===== src/rtl/lc3_pkg.sv =====
// Shared LC3 decode definitions.
//
// Holds the opcode enumeration, the enums for the ALU/PC-select/writeback
// control fields, the bit positions inside the 6-bit E_Control bus, the
// de_valid FSM state type and the list of opcodes treated as illegal.
//
// Optional feature macro referenced by users of this package:
//   LC3_DECODE_ILLEGAL_CHK_EN  (illegal-opcode detection)
package lc3_pkg;

  typedef enum logic [3:0] {
    OP_BR   = 4'b0000,
    OP_ADD  = 4'b0001,
    OP_LD   = 4'b0010,
    OP_ST   = 4'b0011,
    OP_JSR  = 4'b0100,
    OP_AND  = 4'b0101,
    OP_LDR  = 4'b0110,
    OP_STR  = 4'b0111,
    OP_RTI  = 4'b1000,
    OP_NOT  = 4'b1001,
    OP_LDI  = 4'b1010,
    OP_STI  = 4'b1011,
    OP_JMP  = 4'b1100,
    OP_RES  = 4'b1101,
    OP_LEA  = 4'b1110,
    OP_TRAP = 4'b1111
  } opcode_t;

  typedef enum logic [1:0] {
    ALU_ADD = 2'b00,
    ALU_AND = 2'b01,
    ALU_NOT = 2'b10
  } alu_ctrl_t;

  typedef enum logic [1:0] {
    PCS1_NONE   = 2'b00,
    PCS1_OFF9   = 2'b01,
    PCS1_OFF6   = 2'b10,
    PCS1_BASE   = 2'b11
  } pcsel1_t;

  typedef enum logic [1:0] {
    WB_ALU = 2'b00,
    WB_PC  = 2'b01,
    WB_MEM = 2'b10
  } wb_sel_t;

  // de_valid FSM: CAP means the previous edge captured an instruction.
  typedef enum logic {
    DV_IDLE = 1'b0,
    DV_CAP  = 1'b1
  } dv_state_t;

  // E_Control = {alu_control[1:0], pcselect1[1:0], pcselect2, op2select}
  localparam int E_ALU_MSB = 5;
  localparam int E_ALU_LSB = 4;
  localparam int E_PS1_MSB = 3;
  localparam int E_PS1_LSB = 2;
  localparam int E_PS2_BIT = 1;
  localparam int E_OP2_BIT = 0;

  localparam int N_ILLEGAL = 4;
  localparam logic [3:0] ILLEGAL_OPS [N_ILLEGAL] = '{OP_JSR, OP_RTI, OP_RES, OP_TRAP};

  function automatic logic is_illegal_op(input logic [3:0] op);
    logic hit;
    hit = 1'b0;
    for (int i = 0; i < N_ILLEGAL; i++) begin
      if (op == ILLEGAL_OPS[i]) hit = 1'b1;
    end
    return hit;
  endfunction

endpackage


===== src/rtl/lc3_decode_ctrl.sv =====
// Combinational LC3 opcode decoder.
//
// Maps the 4-bit opcode plus instruction bit 5 (immediate flag for ADD/AND)
// to the execute, writeback and memory controls.
//
// Ports:
//   opcode    in  4   instruction bits [15:12]
//   imm_bit   in  1   instruction bit 5
//   e_ctrl    out 6   {alu[1:0], pcselect1[1:0], pcselect2, op2select}
//   w_ctrl    out 2   writeback select (0 ALU, 1 PC, 2 memory)
//   mem_ctrl  out 1   indirect access (LDI/STI)
//   illegal   out 1   only present with LC3_DECODE_ILLEGAL_CHK_EN
//
// Macro: LC3_DECODE_ILLEGAL_CHK_EN adds the illegal output.
module lc3_decode_ctrl
  import lc3_pkg::*;
(
  input  logic [3:0] opcode,
  input  logic       imm_bit,
  output logic [5:0] e_ctrl,
  output logic [1:0] w_ctrl,
`ifdef LC3_DECODE_ILLEGAL_CHK_EN
  output logic       illegal,
`endif
  output logic       mem_ctrl
);

  alu_ctrl_t alu;
  pcsel1_t   ps1;
  logic      ps2;
  logic      op2;
  wb_sel_t   wb;

  always_comb begin
    alu      = ALU_ADD;
    ps1      = PCS1_NONE;
    ps2      = 1'b0;
    op2      = 1'b0;
    wb       = WB_ALU;
    mem_ctrl = 1'b0;
    case (opcode_t'(opcode))
      // op2select=1 selects the register operand, so it is the inverse
      // of the immediate flag.
      OP_ADD: begin alu = ALU_ADD; op2 = ~imm_bit; end
      OP_AND: begin alu = ALU_AND; op2 = ~imm_bit; end
      OP_NOT: begin alu = ALU_NOT; op2 = 1'b1; end
      OP_BR:  begin ps1 = PCS1_OFF9; ps2 = 1'b1; end
      OP_JMP: begin ps1 = PCS1_BASE; ps2 = 1'b0; end
      OP_LD:  begin ps1 = PCS1_OFF9; ps2 = 1'b1; wb = WB_MEM; end
      OP_LDI: begin ps1 = PCS1_OFF9; ps2 = 1'b1; wb = WB_MEM; mem_ctrl = 1'b1; end
      OP_LDR: begin ps1 = PCS1_OFF6; ps2 = 1'b0; wb = WB_MEM; end
      OP_LEA: begin ps1 = PCS1_OFF9; ps2 = 1'b1; wb = WB_PC; end
      OP_ST:  begin ps1 = PCS1_OFF9; ps2 = 1'b1; end
      OP_STI: begin ps1 = PCS1_OFF9; ps2 = 1'b1; mem_ctrl = 1'b1; end
      OP_STR: begin ps1 = PCS1_OFF6; ps2 = 1'b0; end
      default: ; // JSR, RTI, reserved, TRAP: all controls 0
    endcase
  end

  always_comb begin
    e_ctrl = '0;
    e_ctrl[E_ALU_MSB:E_ALU_LSB] = alu;
    e_ctrl[E_PS1_MSB:E_PS1_LSB] = ps1;
    e_ctrl[E_PS2_BIT]           = ps2;
    e_ctrl[E_OP2_BIT]           = op2;
  end

  assign w_ctrl = wb;

`ifdef LC3_DECODE_ILLEGAL_CHK_EN
  assign illegal = is_illegal_op(opcode);
`endif

endmodule


===== src/rtl/lc3_decode_stage.sv =====
// LC3 pipeline decode stage.
//
// Captures the fetched instruction and next PC when en_decode is high and
// registers the decoded execute/writeback/memory controls. Also produces a
// one-cycle-after-capture valid flag (de_valid, which is the FSM state made
// visible) and a wrapping capture counter.
//
// Handshake: en_decode is a plain per-cycle enable; every posedge with
// en_decode=1 is one capture, no backpressure exists.
//
// Ports:
//   clock, reset (async, active-high)
//   en_decode, dout[15:0], npc_in[15:0]            inputs from fetch/control
//   IR, npc_out, E_Control[5:0], W_Control[1:0],
//   Mem_Control, de_valid, instr_count, illegal_op outputs
//
// Macro: LC3_DECODE_ILLEGAL_CHK_EN enables illegal-opcode detection;
// otherwise illegal_op is tied to 0.
module lc3_decode_stage
  import lc3_pkg::*;
#(
  parameter int COUNT_W = 16,
  parameter int IR_W    = 16
) (
  input  logic               clock,
  input  logic               reset,
  input  logic               en_decode,
  input  logic [IR_W-1:0]    dout,
  input  logic [IR_W-1:0]    npc_in,
  output logic [IR_W-1:0]    IR,
  output logic [IR_W-1:0]    npc_out,
  output logic [5:0]         E_Control,
  output logic [1:0]         W_Control,
  output logic               Mem_Control,
  output logic               de_valid,
  output logic [COUNT_W-1:0] instr_count,
  output logic               illegal_op
);

  logic [5:0] e_next;
  logic [1:0] w_next;
  logic       mem_next;

  dv_state_t state_q;
  dv_state_t state_d;

`ifdef LC3_DECODE_ILLEGAL_CHK_EN
  logic ill_next;
`endif

  lc3_decode_ctrl u_ctrl (
    .opcode   (dout[IR_W-1 -: 4]),
    .imm_bit  (dout[5]),
    .e_ctrl   (e_next),
    .w_ctrl   (w_next),
`ifdef LC3_DECODE_ILLEGAL_CHK_EN
    .illegal  (ill_next),
`endif
    .mem_ctrl (mem_next)
  );

  // Instruction, PC, control and counter registers.
  always_ff @(posedge clock or posedge reset) begin
    if (reset) begin
      IR          <= '0;
      npc_out     <= '0;
      E_Control   <= '0;
      W_Control   <= '0;
      Mem_Control <= 1'b0;
      instr_count <= '0;
    end else if (en_decode) begin
      IR          <= dout;
      npc_out     <= npc_in;
      E_Control   <= e_next;
      W_Control   <= w_next;
      Mem_Control <= mem_next;
      instr_count <= instr_count + COUNT_W'(1);
    end
  end

  // de_valid FSM.
  always_ff @(posedge clock or posedge reset) begin
    if (reset) state_q <= DV_IDLE;
    else       state_q <= state_d;
  end

  always_comb begin
    state_d = state_q;
    case (state_q)
      DV_IDLE: if (en_decode)  state_d = DV_CAP;
      DV_CAP:  if (!en_decode) state_d = DV_IDLE;
      default: state_d = DV_IDLE;
    endcase
  end

  assign de_valid = (state_q == DV_CAP);

`ifdef LC3_DECODE_ILLEGAL_CHK_EN
  // The decode table already zeroes controls for these opcodes, so only
  // the flag itself needs a register.
  always_ff @(posedge clock or posedge reset) begin
    if (reset)          illegal_op <= 1'b0;
    else if (en_decode) illegal_op <= ill_next;
  end
`else
  assign illegal_op = 1'b0;
`endif

endmodule


===== config.mk =====
export PLATFORM = sky130hd
export DESIGN_NAME = lc3_decode_stage
export DESIGN_NICKNAME = d
export VERILOG_FILES = /design/src/rtl/lc3_pkg.sv /design/src/rtl/lc3_decode_ctrl.sv /design/src/rtl/lc3_decode_stage.sv
export SDC_FILE = /design/constraint.sdc
export NUM_CORES = 1
export LEC_CHECK = 0
export BUFFER_PORTS_ARGS = -buffer_cell sky130_fd_sc_hd__buf_4
export CAP_MARGIN = 30
export CORE_MARGIN = 3
export CORE_UTILIZATION = 52
export DETAILED_ROUTE_END_ITERATION = 6
export PLACE_DENSITY = 0.88
export SYNTH_ARGS = -nofsm -noshare
export SYNTH_HDL_FRONTEND = slang
export SYNTH_SLANG_ARGS = --single-unit

===== constraint.sdc =====
create_clock -name clock -period 3.39 [get_ports clock]
set_input_delay 0.1695 -clock clock [delete_from_list [all_inputs] [get_ports clock]]
set_output_delay 0.1695 -clock clock [all_outputs]
set_load 0.005 [all_outputs]

==> impl_metrics.py <==
metrics = {
    "floorplanning": {
        "start_util_pct": 56.6,
        "ioPinCount": 94,
        "die_w_um": 73.7,
        "die_height_um": 73.7,
        "die-area_um2": 5420,
        "core_area_um2": 4200,
        "rows": 23,
    },
    "power": {
        "p_per_area_nw_per_um2": 556,
        "power_mw": 1.85,
        "vdd_drop_max_v": 0.000375,
        "p_leak_nw": 1.64,
    },
    "synth": {
        "synth.most_common_cell": "dfrtp_1",
        "synth_top_area_share_pct": 61.0,
        "synth_ff_type": "dfrtp_1",
        "synth_top_family_by_area": "multiplexers",
        "synthCells": 179,
        "synth_fp_nets": 215,
        "ys_ff_latch": 58,
        "synth.area.top_cells": "dfrtp_1 61%, mux2_2 15%, xor2_1 4.0%",
        "synth-simple-area-share_pct": 10.4,
        "muxShareOfSynthArea_pct": 15.1,
        "synth_compound_area_share_pct": 3.73,
        "synth_common_cells": "58 x dfrtp_1, 31 x mux2_2, 11 x inv_1, 11 x nand2_1, 11 x xor2_1",
        "synth-seq-area-share_pct": 61.0,
        "synth_top_area_cell": "dfrtp_1",
        "synth_xor_area_share_pct": 5.52,
        "yosysUniqueCellTypes": 28,
        "synth_edf_count": 0,
        "synth_fa_ha_area_share_pct": 0.526,
        "netlist_area_um2": 2380,
        "yosysWarnings": 0,
        "synth.avg_cell_area_um2": 13.3,
        "ys_async_sr_fraction_pct": 100,
    },
    "cts": {
        "htree_levels": 3,
        "numCtsBuffers": 9,
        "clock_path_buffers": 2,
        "post_cts_resized": 0,
        "ctsHoldBuffers": 1,
        "cts_setup_buffers": 0,
        "cts.sinks": 58,
        "cts_tree": "built",
        "path_clk_slew_ns": 0.06,
        "root_buffer": "clkbuf_8",
        "clk_latency_ns": 0.33,
    },
    "timing": {
        "slew_violations": 0,
        "fin_crit_ns": 1.44,
        "post-route-period-util_pct": 42.6,
        "setup_viol": 0,
        "hold_viol_final": 0,
        "tightestPinTransition_ns": 0.619,
        "rsz0062_at_grt": "false",
        "fin_worst_skew_ns": 0.00400,
        "fmax_mhz": 693,
        "tns_ns": 0,
        "slew_headroom_pct": 58.8,
    },
    "routing": {
        "drtIter0Drc": 70,
        "drc": 0,
        "drt_pass1_iterations": 4,
        "ant_nets": 0,
        "post_drt_wl_per_cell_um": 16.6,
        "drt-total-wl_mm": 5.53,
        "vias_per_cell": 5.14,
        "vias": 1711,
    },
    "placed_design": {
        "port_buffers": 92,
        "place_area_um2": 3120,
        "dp_hpwl_mm": 3.85,
        "gp_congestion": 0.811,
    },
    "grt": {
        "first_global_vias": 1757,
        "grt_max_degree": 58,
        "grt_pass1_wl_mm": 8.57,
        "grt-ovfl-total": 0,
        "antenna_found_initial": 0,
        "track_usage_pct": 21.8,
    },
    "min_path": {
        "hold_path_class": "in2reg",
        "worstHoldStart": "npc_in[0]",
    },
    "outcome": {
        "status": "finished clean",
    },
    "worst_setup_path": {
        "worst-path-max-fanout": 4,
        "timing.rr.start": "instr_count[0]$_DFFE_PP0P_",
        "end_kind": "flop",
        "crit_type": "reg2reg",
        "crit_required_ns": 3.65,
        "critPathArrivalTime_ns": 1.70,
        "worstSetupStartpoint": "instr_count[0]$_DFFE_PP0P_",
        "start_kind": "flop",
    },
    "cells_and_area": {
        "num_antenna_cells": 0,
        "nNetsFinal": 314,
        "design_area_um2": 3330,
        "area_growth_pct": 40.0,
        "drive_above_1_share_pct": 51.2,
    },
    "run": {
        "maxCapViolations": 0,
    },
}
where the power goes:
| part | internal [mW] | switching (mW) | total [mW] | leakage, nW |
|---|---|---|---|---|
| Combinational | 0.212 | 0.129 | 0.341 | 0.828 |
| Clock | 0.379 | 0.249 | 0.628 | 0.101 |
| Sequential | 0.779 | 0.105 | 0.884 | 0.715 |
layout make-up:
| type | count | area, um^2 |
|---|---|---|
| clock inverter | 2 | 35.0 |
| tap | 50 | 62.6 |
| timing repair buffer | 96 | 736 |
| fill | 268 | 870 |
| multi-input combinational | 102 | 843 |
| clock buffer | 14 | 163 |
| sequential | 58 | 1450 |
| inverter | 11 | 41.3 |
per-layer routing:
metal | vias up | wire length (um) | track usage, %
met2 | 79 | 2770 | 37.2
met3 | 10 | 473 | 5.61
met1 | 802 | 2170 | 25.1
li1 | 820 | - | -
met5 | - | 0 | 0
met4 | 0 | 112 | 11.5
registers in the layout, summed over array words and instances, names as in the netlist:
| signal | cells |
|---|---|
| W_Control | 2 |
| Mem_Control | 1 |
| de_valid | 1 |
| npc_out | 16 |
| instr_count | 16 |
| E_Control | 6 |
| IR | 16 |
worst max-delay path, stage by stage, from the launching register on:
cell,delay [ns]
dfrtp_1,0.45
ha_1,0.25
nand4_2,0.17
nor4_2,0.33
xor2_1,0.16
metrics by stage:
step | util [%] | hold slack [ns] | instances | setup slack, ns
2_1_floorplan | - | 0.201 | 179 | 1.79
3_3_place_gp | 73.9 | 0.403 | 315 | 1.83
3_5_place_dp | 74.4 | 0.137 | 316 | 1.81
4_1_cts | 79.3 | 0.0621 | 333 | 1.95
5_1_grt | 79.3 | 0.0660 | 333 | 1.80
6_report | 79.3 | 0.0732 | 333 | 1.95
cells by family (layout without fill, tap and decap cells):
kind of cell / count (synthesis) / count (layout)
adder cells (fa/ha/maj): 1 / 1
buffers and inverters: 19 / 123
AND/OR/NAND/NOR: 39 / 39
AO/OA/AOI/OAI: 14 / 14
XOR/XNOR: 15 / 15
other: 1 / 1
flip-flops: 58 / 58
multiplexers: 32 / 32
cell usage in the layout (no fill, tap or decap), types with 2 or more instances in the layout:
master    synthesis  layout
nand4_4           2       2
nand4_1           4       4
inv_1            11      10
nor4_1            2       2
o311ai_0          2       2
clkbuf_8          0      11
xnor2_1           4       4
o21a_1            2       2
o21ai_0           7       7
nand2_1          11      11
mux2_2           31      31
nor3_1            3       3
nor4_2            2       2
nor2_1            4       4
nor2b_1           5       5
buf_4             2      94
nand3_1           3       3
xor2_1           11      11
o22ai_1           2       2
dfrtp_1          58      58
clkbuf_1          1       3
path summary, 6_finish.rpt:
check                                               to  slack, ns  cells past startpoint
max                        instr_count[14]$_DFFE_PP0P_       1.95                      4
min                             npc_out[0]$_DFFE_PP0P_       0.07                      2
max reg2reg                instr_count[14]$_DFFE_PP0P_       1.95                      4
min reg2reg                instr_count[14]$_DFFE_PP0P_       0.49                      1
max in group asynchronous       npc_out[2]$_DFFE_PP0P_       2.42                      5
min in group asynchronous            IR[0]$_DFFE_PP0P_       0.34                      3
No activity file was read; power rests on OpenSTA's default activity.
